[src/rtl/dmem_pkg.sv]
// Shared types and constants for the data memory controller.
package dmem_pkg;

    typedef enum logic [1:0] {
        CLEAR,
        IDLE,
        BUSY,
        DONE
    } state_e;

    typedef enum logic {
        OP_RD = 1'b0,
        OP_WR = 1'b1
    } op_e;

    localparam int WAIT_W = 4;

endpackage

[src/rtl/dmem_array.sv]
// DEPTH x DATA_W storage: one synchronous write port, asynchronous read at the same address.
module dmem_array #(
    parameter int DATA_W = 8,
    parameter int ADDR_W = 8,
    parameter int DEPTH  = 256
) (
    input  logic              clk,
    input  logic              we,
    input  logic [ADDR_W-1:0] addr,
    input  logic [DATA_W-1:0] wdata,
    output logic [DATA_W-1:0] rdata
);

    localparam int IDX_W = (DEPTH > 1) ? $clog2(DEPTH) : 1;

    logic [DATA_W-1:0] mem [DEPTH];
    logic [IDX_W-1:0]  idx;

    // The controller only presents addresses already reduced below DEPTH.
    assign idx   = addr[IDX_W-1:0];
    assign rdata = mem[idx];

    always_ff @(posedge clk) begin
        if (we) begin
            mem[idx] <= wdata;
        end
    end

endmodule

[src/rtl/data_memory_ctrl.sv]
// Data memory controller: clear sweep, wait states, ready handshake, writeback mux.
// Optional DMEM_BOUNDS_CHECK_EN adds mem_fault and drops/zeroes out-of-range accesses.
module data_memory_ctrl
    import dmem_pkg::*;
#(
    parameter int DATA_W      = 8,
    parameter int ADDR_W      = 8,
    parameter int DEPTH       = 256,
    parameter int WAIT_STATES = 0
) (
    input  logic              clk,
    input  logic              reset,
    input  logic [ADDR_W-1:0] alu_result_address,
    input  logic [DATA_W-1:0] alu_result,
    input  logic [DATA_W-1:0] write_data,
    input  logic              memread,
    input  logic              memwrite,
    input  logic              memory_to_register,
    output logic [DATA_W-1:0] read_data,
    output logic              mem_ready,
    output logic              mem_busy,
`ifdef DMEM_BOUNDS_CHECK_EN
    output logic              mem_fault,
`endif
    output logic [DATA_W-1:0] output_mux3
);

    localparam logic [ADDR_W:0]   DEPTH_L   = (ADDR_W+1)'(DEPTH);
    localparam logic [ADDR_W-1:0] LAST_PTR  = ADDR_W'(DEPTH - 1);
    localparam logic [WAIT_W-1:0] WAIT_INIT = WAIT_W'(WAIT_STATES);

    state_e            state_q, state_d;
    op_e               op_q, op_d;
    logic [ADDR_W-1:0] clear_ptr_q, clear_ptr_d;
    logic [ADDR_W-1:0] addr_q, addr_d;
    logic [DATA_W-1:0] wdata_q, wdata_d;
    logic [WAIT_W-1:0] wait_cnt_q, wait_cnt_d;
    logic [DATA_W-1:0] read_data_q, read_data_d;
    logic              mem_ready_q, mem_ready_d;
    logic              mem_busy_q, mem_busy_d;
`ifdef DMEM_BOUNDS_CHECK_EN
    logic              mem_fault_q, mem_fault_d;
    logic              addr_oob;
`endif

    logic              arr_we;
    logic [ADDR_W-1:0] arr_addr;
    logic [DATA_W-1:0] arr_wdata;
    logic [DATA_W-1:0] arr_rdata;
    logic [ADDR_W:0]   eff_addr_w;
    logic [ADDR_W-1:0] eff_addr;

    assign eff_addr_w = {1'b0, addr_q} % DEPTH_L;
    assign eff_addr   = eff_addr_w[ADDR_W-1:0];
`ifdef DMEM_BOUNDS_CHECK_EN
    assign addr_oob   = ({1'b0, addr_q} >= DEPTH_L);
`endif

    always_comb begin
        state_d     = state_q;
        op_d        = op_q;
        clear_ptr_d = clear_ptr_q;
        addr_d      = addr_q;
        wdata_d     = wdata_q;
        wait_cnt_d  = wait_cnt_q;
        read_data_d = read_data_q;
        mem_ready_d = 1'b0;
`ifdef DMEM_BOUNDS_CHECK_EN
        mem_fault_d = 1'b0;
`endif
        arr_we      = 1'b0;
        arr_addr    = eff_addr;
        arr_wdata   = wdata_q;

        case (state_q)
            CLEAR: begin
                arr_we      = 1'b1;
                arr_addr    = clear_ptr_q;
                arr_wdata   = '0;
                clear_ptr_d = clear_ptr_q + 1'b1;
                if (clear_ptr_q == LAST_PTR) begin
                    state_d = IDLE;
                end
            end
            IDLE: begin
                if (memwrite || memread) begin
                    op_d       = memwrite ? OP_WR : OP_RD;
                    addr_d     = alu_result_address;
                    wdata_d    = write_data;
                    wait_cnt_d = WAIT_INIT;
                    state_d    = BUSY;
                end
            end
            BUSY: begin
                if (wait_cnt_q != '0) begin
                    wait_cnt_d = wait_cnt_q - 1'b1;
                end else begin
                    mem_ready_d = 1'b1;
                    state_d     = DONE;
`ifdef DMEM_BOUNDS_CHECK_EN
                    mem_fault_d = addr_oob;
                    if (op_q == OP_WR) begin
                        arr_we = !addr_oob;
                    end else begin
                        read_data_d = addr_oob ? '0 : arr_rdata;
                    end
`else
                    if (op_q == OP_WR) begin
                        arr_we = 1'b1;
                    end else begin
                        read_data_d = arr_rdata;
                    end
`endif
                end
            end
            DONE: begin
                state_d = IDLE;
            end
            default: begin
                state_d = CLEAR;
            end
        endcase

        mem_busy_d = (state_d == CLEAR) || (state_d == BUSY);
    end

    always_ff @(posedge clk) begin
        if (reset) begin
            state_q     <= CLEAR;
            op_q        <= OP_RD;
            clear_ptr_q <= '0;
            addr_q      <= '0;
            wdata_q     <= '0;
            wait_cnt_q  <= '0;
            read_data_q <= '0;
            mem_ready_q <= 1'b0;
            mem_busy_q  <= 1'b1;
`ifdef DMEM_BOUNDS_CHECK_EN
            mem_fault_q <= 1'b0;
`endif
        end else begin
            state_q     <= state_d;
            op_q        <= op_d;
            clear_ptr_q <= clear_ptr_d;
            addr_q      <= addr_d;
            wdata_q     <= wdata_d;
            wait_cnt_q  <= wait_cnt_d;
            read_data_q <= read_data_d;
            mem_ready_q <= mem_ready_d;
            mem_busy_q  <= mem_busy_d;
`ifdef DMEM_BOUNDS_CHECK_EN
            mem_fault_q <= mem_fault_d;
`endif
        end
    end

    dmem_array #(
        .DATA_W (DATA_W),
        .ADDR_W (ADDR_W),
        .DEPTH  (DEPTH)
    ) u_array (
        .clk   (clk),
        .we    (arr_we),
        .addr  (arr_addr),
        .wdata (arr_wdata),
        .rdata (arr_rdata)
    );

    assign read_data   = read_data_q;
    assign mem_ready   = mem_ready_q;
    assign mem_busy    = mem_busy_q;
`ifdef DMEM_BOUNDS_CHECK_EN
    assign mem_fault   = mem_fault_q;
`endif
    assign output_mux3 = memory_to_register ? read_data_q : alu_result;

endmodule
[config.mk]
export PLATFORM = sky130hd
export DESIGN_NAME = data_memory_ctrl
export DESIGN_NICKNAME = d
export VERILOG_FILES = /design/src/rtl/dmem_pkg.sv /design/src/rtl/dmem_array.sv /design/src/rtl/data_memory_ctrl.sv
export SDC_FILE = /design/constraint.sdc
export NUM_CORES = 2
export LEC_CHECK = 0
export CAP_MARGIN = 15
export CORE_MARGIN = 2
export CORE_UTILIZATION = 42
export DETAILED_ROUTE_END_ITERATION = 8
export HOLD_SLACK_MARGIN = 0.05
export PLACE_DENSITY_LB_ADDON = 0.15
export SLEW_MARGIN = 20
export SYNTH_ARGS = -nofsm -noshare
export SYNTH_HDL_FRONTEND = slang
export SYNTH_SLANG_ARGS = --single-unit
[constraint.sdc]
create_clock -name clk -period 18.3 [get_ports clk]
set_input_delay 3.66 -clock clk [delete_from_list [all_inputs] [get_ports clk]]
set_output_delay 3.66 -clock clk [all_outputs]
set_load 0.005 [all_outputs]
After elaboration in Yosys (flattened, before gate mapping)
Memories as Yosys holds them, arrays and structs flattened. A register that Yosys moved wholly into a read port is not among the register bits.
Index checks and enable logic that the tools add are counted.
{"block": "totals", "ff_bits": 33, "mem_bits_rw": 2048, "inputBits": 29, "output_inout_bits": 18, "word_cells": 48, "memories": 1}
{"block": "op_classes", "addsub": 2, "n_eq_ne": 7, "muxes": 17, "n_bitwise": 3, "n_reduce_logical": 10}
{"memory": "u_array.mem", "words": 256, "word_bits": 8, "rd": 1, "rd_clocked_by_memory_dff": 1, "write_ports": 1, "line_no": "dmem_array.sv:16", "text": "logic [DATA_W-1:0] mem [DEPTH];"}
{"op": "8-bit 2-to-1 mux", "n": 3}
{"op": "8-bit by 1-bit adder with 8-bit output, second input constant", "n": 1}
{"op": "8-bit equality test, second input constant", "n": 1}
{"op": "4-bit 2-to-1 mux", "n": 2}
{"op": "2-bit case mux with 4 select lines", "n": 1}
{"op": "4-bit case mux with 2 select lines", "n": 1}
{"op": "2-bit equality test, second input constant", "n": 3}
{"op": "1-bit 2-to-1 mux", "n": 6}
{"op": "2-bit 2-to-1 mux", "n": 3}
{"op": "3-bit AND reduction", "n": 2}
{"op": "2-bit logical NOT", "n": 2}
{"op": "2-bit inequality test, second input constant", "n": 2}
{"op": "4-bit nonzero test", "n": 1}
{"op": "4-bit by 1-bit subtractor with 4-bit output, second input constant", "n": 1}
{"op": "1-bit NOT", "n": 3}
{"op": "2-bit by 1-bit equality test with 1-bit output, second input constant", "n": 1}
{"op": "1-bit logical OR", "n": 2}
{"op": "1-bit case mux with 2 select lines", "n": 1}
{"op": "2-bit AND reduction", "n": 1}
{"op": "2-bit nonzero test", "n": 1}
{"op": "2-bit OR reduction", "n": 1}

Logic depth before layout (Yosys ltp)
{"block": "depth", "word_depth": 5, "mapped_depth": 15, "mapped_depth_nobuf": 9}

By module
Synthesis repeated with hierarchy kept, for this count alone.
{"block": "hier_totals", "hier_cells": 3746, "hier_area_um2": 80168.1}
{"module": "dmem_array", "n_inst": 1, "cells_each": 3539, "area_per_inst_um2": 78332.6, "seq_area_each_um2": 61499.0}
{"module": "data_memory_ctrl", "n_inst": 1, "cells_each": 207, "area_per_inst_um2": 1835.5, "seq_area_each_um2": 820.8}

Worst setup path after synthesis
Ideal clock, no wire load.
{"block": "synth_timing", "path_kind": "flip-flop to flip-flop", "from": "register state_q[0]", "to": "memory u_array.mem[0][0], data pin", "setup_ps": 1462, "t_arrival_ps": 7335, "required_time_ps": 16838, "slack_ps": 9503, "path_stages_with_launch": 7, "path_buffers": 4, "period_less_slack_ps": 8797, "path_cell_list": "dfxtp_1 -> buf_4 -> nor2_8 -> buf_4 -> clkbuf_1 -> clkbuf_1 -> nor2b_1"}
{"block": "synth_via", "elab_chain_cells": 2}
{"item": "from (decl)", "line_no": "data_memory_ctrl.sv:32", "text": "state_e state_q, state_d;"}
{"item": "from (signal assigned)", "line_no": "data_memory_ctrl.sv:142", "text": "state_q <= state_d;"}
{"item": "2-bit logical NOT", "line_no": "data_memory_ctrl.sv:75", "text": "case (state_q)"}
{"item": "8-bit 2-to-1 mux", "line_no": "data_memory_ctrl.sv:75"}
{"item": "named net arr_wdata[0]", "line_no": "data_memory_ctrl.sv:48", "text": "logic [DATA_W-1:0] arr_wdata;"}
{"item": "to (decl)", "line_no": "dmem_array.sv:16"}
The timed path passes the listed nets, and every way through them passes these cells.

Worst setup path in the final report
{"block": "layout_timing", "from": "input memory_to_register", "to": "output output_mux3[1]"}
{"block": "layout_via", "elab_chain_cells": 1}
{"item": "from (decl)", "line_no": "data_memory_ctrl.sv:18", "text": "input logic memory_to_register,"}
{"item": "8-bit 2-to-1 mux", "line_no": "data_memory_ctrl.sv:175", "text": "assign output_mux3 = memory_to_register ? read_data_q : alu_result;"}
{"item": "to (decl)", "line_no": "data_memory_ctrl.sv:25", "text": "output logic [DATA_W-1:0] output_mux3"}
Every way passes these cells.

==> results.yml <==
power:
  p_leak_nw: 23.9
  irDropWorstVdd_uv: 84.6
  power_density_nw_per_um2: 114
drt:
  dr.first_iter.drc_count: 5516
  final_antenna_net_count: 0
  vias: 44793
  remaining_drc_errors: 0
  totalWireLength_mm: 228
  wl_per_cell_um: 31.2
  via_per_inst: 6.12
  drtPass1Iterations: 5
floorplan:
  coreArea_um2: 186000
  rows: 158
  ios: 47
  die_h_um: 437
  die-area_um2: 191000
  start_util: 0.423
  die_w_um: 437
clocking:
  hold_buffers: 0
  htreeDepth: 4
  cts_buffers: 212
  clkTransAtPathRegs_ns: 0.06
  clock_latency_ns: 0.87
  clock_tree.buffer_depth: 3
  post-cts-setup-buffers: 0
  cts_resized: 0
  cts_tree: "built"
  cts-root-buf: "clkbuf_16"
  clkSinkCount: 2089
critical_path:
  arrival_ns: 5.61
  cp.required_ns: 14.64
  slowest_stage: "clkdlybuf4s50_1"
  slowest_delay_ns: 1.07
  crit_fanout: 8
  path_common_cell: "clkdlybuf4s50_1"
  cp-end-kind: "output pin"
  critPathLaunch: "memory_to_register"
  r2r_start: "state_q[1]"
  path_class: "in -> out"
  critPathLaunchType: "input port"
  crit_chain: "clkdlybuf4s50_1 > mux2_2 > clkdlybuf4s50_1"
logic_synthesis:
  netlist.area_leader.share: 0.782
  ys_seq_area_frac: 0.793
  syn_area_per_cell_um2: 16.9
  syn_inst: 4647
  synth_edf_count: 2048
  synthFlopType: "edfxtp_1"
  syn-cell-area_um2: 78600
  ys_ff_latch: 2089
  synthTopCellsByArea: "edfxtp_1 78%, a22oi_1 7.3%, nand3_1 2.2%"
  synth_area_leader_cell: "edfxtp_1"
  ys_async_sr_fraction: 0
  synth_nets: 4679
  yosysUniqueCellTypes: 60
  ys_warn_count: 0
global_route:
  grt_max_degree: 189
  grt_pass1_vias: 43526
  grt_pass1_wl_mm: 325
  grt_usage: 0.235
  grt_overflow: 0
  grt_antenna_before_repair: 6
placement:
  port-buffer-count: 46
  dp_slack_ns: 8.94
  place_congestion: 0.790
  place_area_um2: 81400
  dp_hpwl_mm: 125
cells_and_area:
  fin_nets: 4689
  final_common_cell: "edfxtp_1"
  fin_util: 0.475
  drive_gt1_frac: 0.0920
  final_cell_mix: "2048 x edfxtp_1, 765 x a22oi_1, 340 x nand3_1"
  area_delta_synth_final_pct: 12.2
  finish.instance_area_um2: 88200
min_path:
  hp-start: "wdata_q[0]"
  min_path_type: "reg -> reg"
sta:
  rsz0062_at_grt: "false"
  min_period_ns: 9.27
  max_freq_mhz: 108
  drv_slew: 0
  finalSetupTns_ns: 0
  setup_ws_ns: 9.03
  skew_ns: 0.0643
  timing.hold.ws_ns: 0.462
  max_slew_margin: 0.191
  finalCritPeriodShare: 0.507
  tightest_slew_ns: 1.21
  setup_viol: 0
  finalHoldViolations: 0
run:
  drv_cap: 0
outcome:
  status: "completed"
## layer usage
metal / GRT usage / up-vias / share of wire
li1: - / 19285 / -
met1: 0.337 / 23477 / 0.43
met2: 0.369 / 1744 / 0.47
met3: 0.0406 / 287 / 0.073
met4: 0.0692 / 0 / 0.028
met5: 0 / - / 0
## cells by family (layout without fill, tap and decap cells)
family	count (synthesis)	count (layout)	synth area share
other cells	0	3	0
flops	2089	2089	0.793
simple gates	847	847	0.0504
compound gates	1325	1325	0.128
mux	18	18	0.00255
buf+inv	356	546	0.0249
xor+xnor	9	9	0.00100
fa+ha+maj	3	3	0.000478
## per-stage QoR
stage / instances / total power, mW
floorplan: 4647 / 5.71
global placement: 6922 / 5.92
detailed placement: 6923 / 5.92
CTS: 7317 / 10.1
global route: 7318 / 10.3
finish: 7320 / 10.0
## path summary, 6_finish.rpt
kind	end	slack, ns	depth (start not counted)
setup reg to reg	read_data[5]	11.97	13
hold / removal	wdata_q[0]	0.46	2
setup / recovery	output_mux3[1]	9.03	3
hold reg to reg	wdata_q[0]	0.46	2
## report_power, final
part,internal (mW),switching (mW)
Combinational,0.209,0.427
Clock,2.39,1.83
Sequential,5.18,0.00260
Total,7.77,2.26
## flip-flops by register name (all words and copies together), names as in the netlist, 2 cells and up
register     count
addr_q           8
u_array.mem   2048
state_q          2
read_data        8
wdata_q          8
wait_cnt_q       4
clear_ptr_q      8
## worst max-delay path: cells and delay by family
kind                   cells  cell delay, ns
multiplexers               1            0.42
buffers and inverters      2            1.53
## cells in the mapped netlist (55+ instances only)
cell type  number
a22o_1        104
buf_4          72
nand2_1        82
a221oi_1      147
nor2_1        287
nand3_1       346
clkbuf_1      125
edfxtp_1     2048
a22oi_1       765
a21oi_1        91
buf_2         120
a311oi_1       55
## area by class of cell
cell class	count	area (um^2)
antenna	3	7.51
clock buffer	271	5680
clock inverter	123	1060
fill	15642	97500
inverter	3	11.3
multi-input combinational	2202	14500
sequential	2089	62300
tap	2480	3100
timing repair buffer	149	1450
Power figures use the tool's default switching activity.
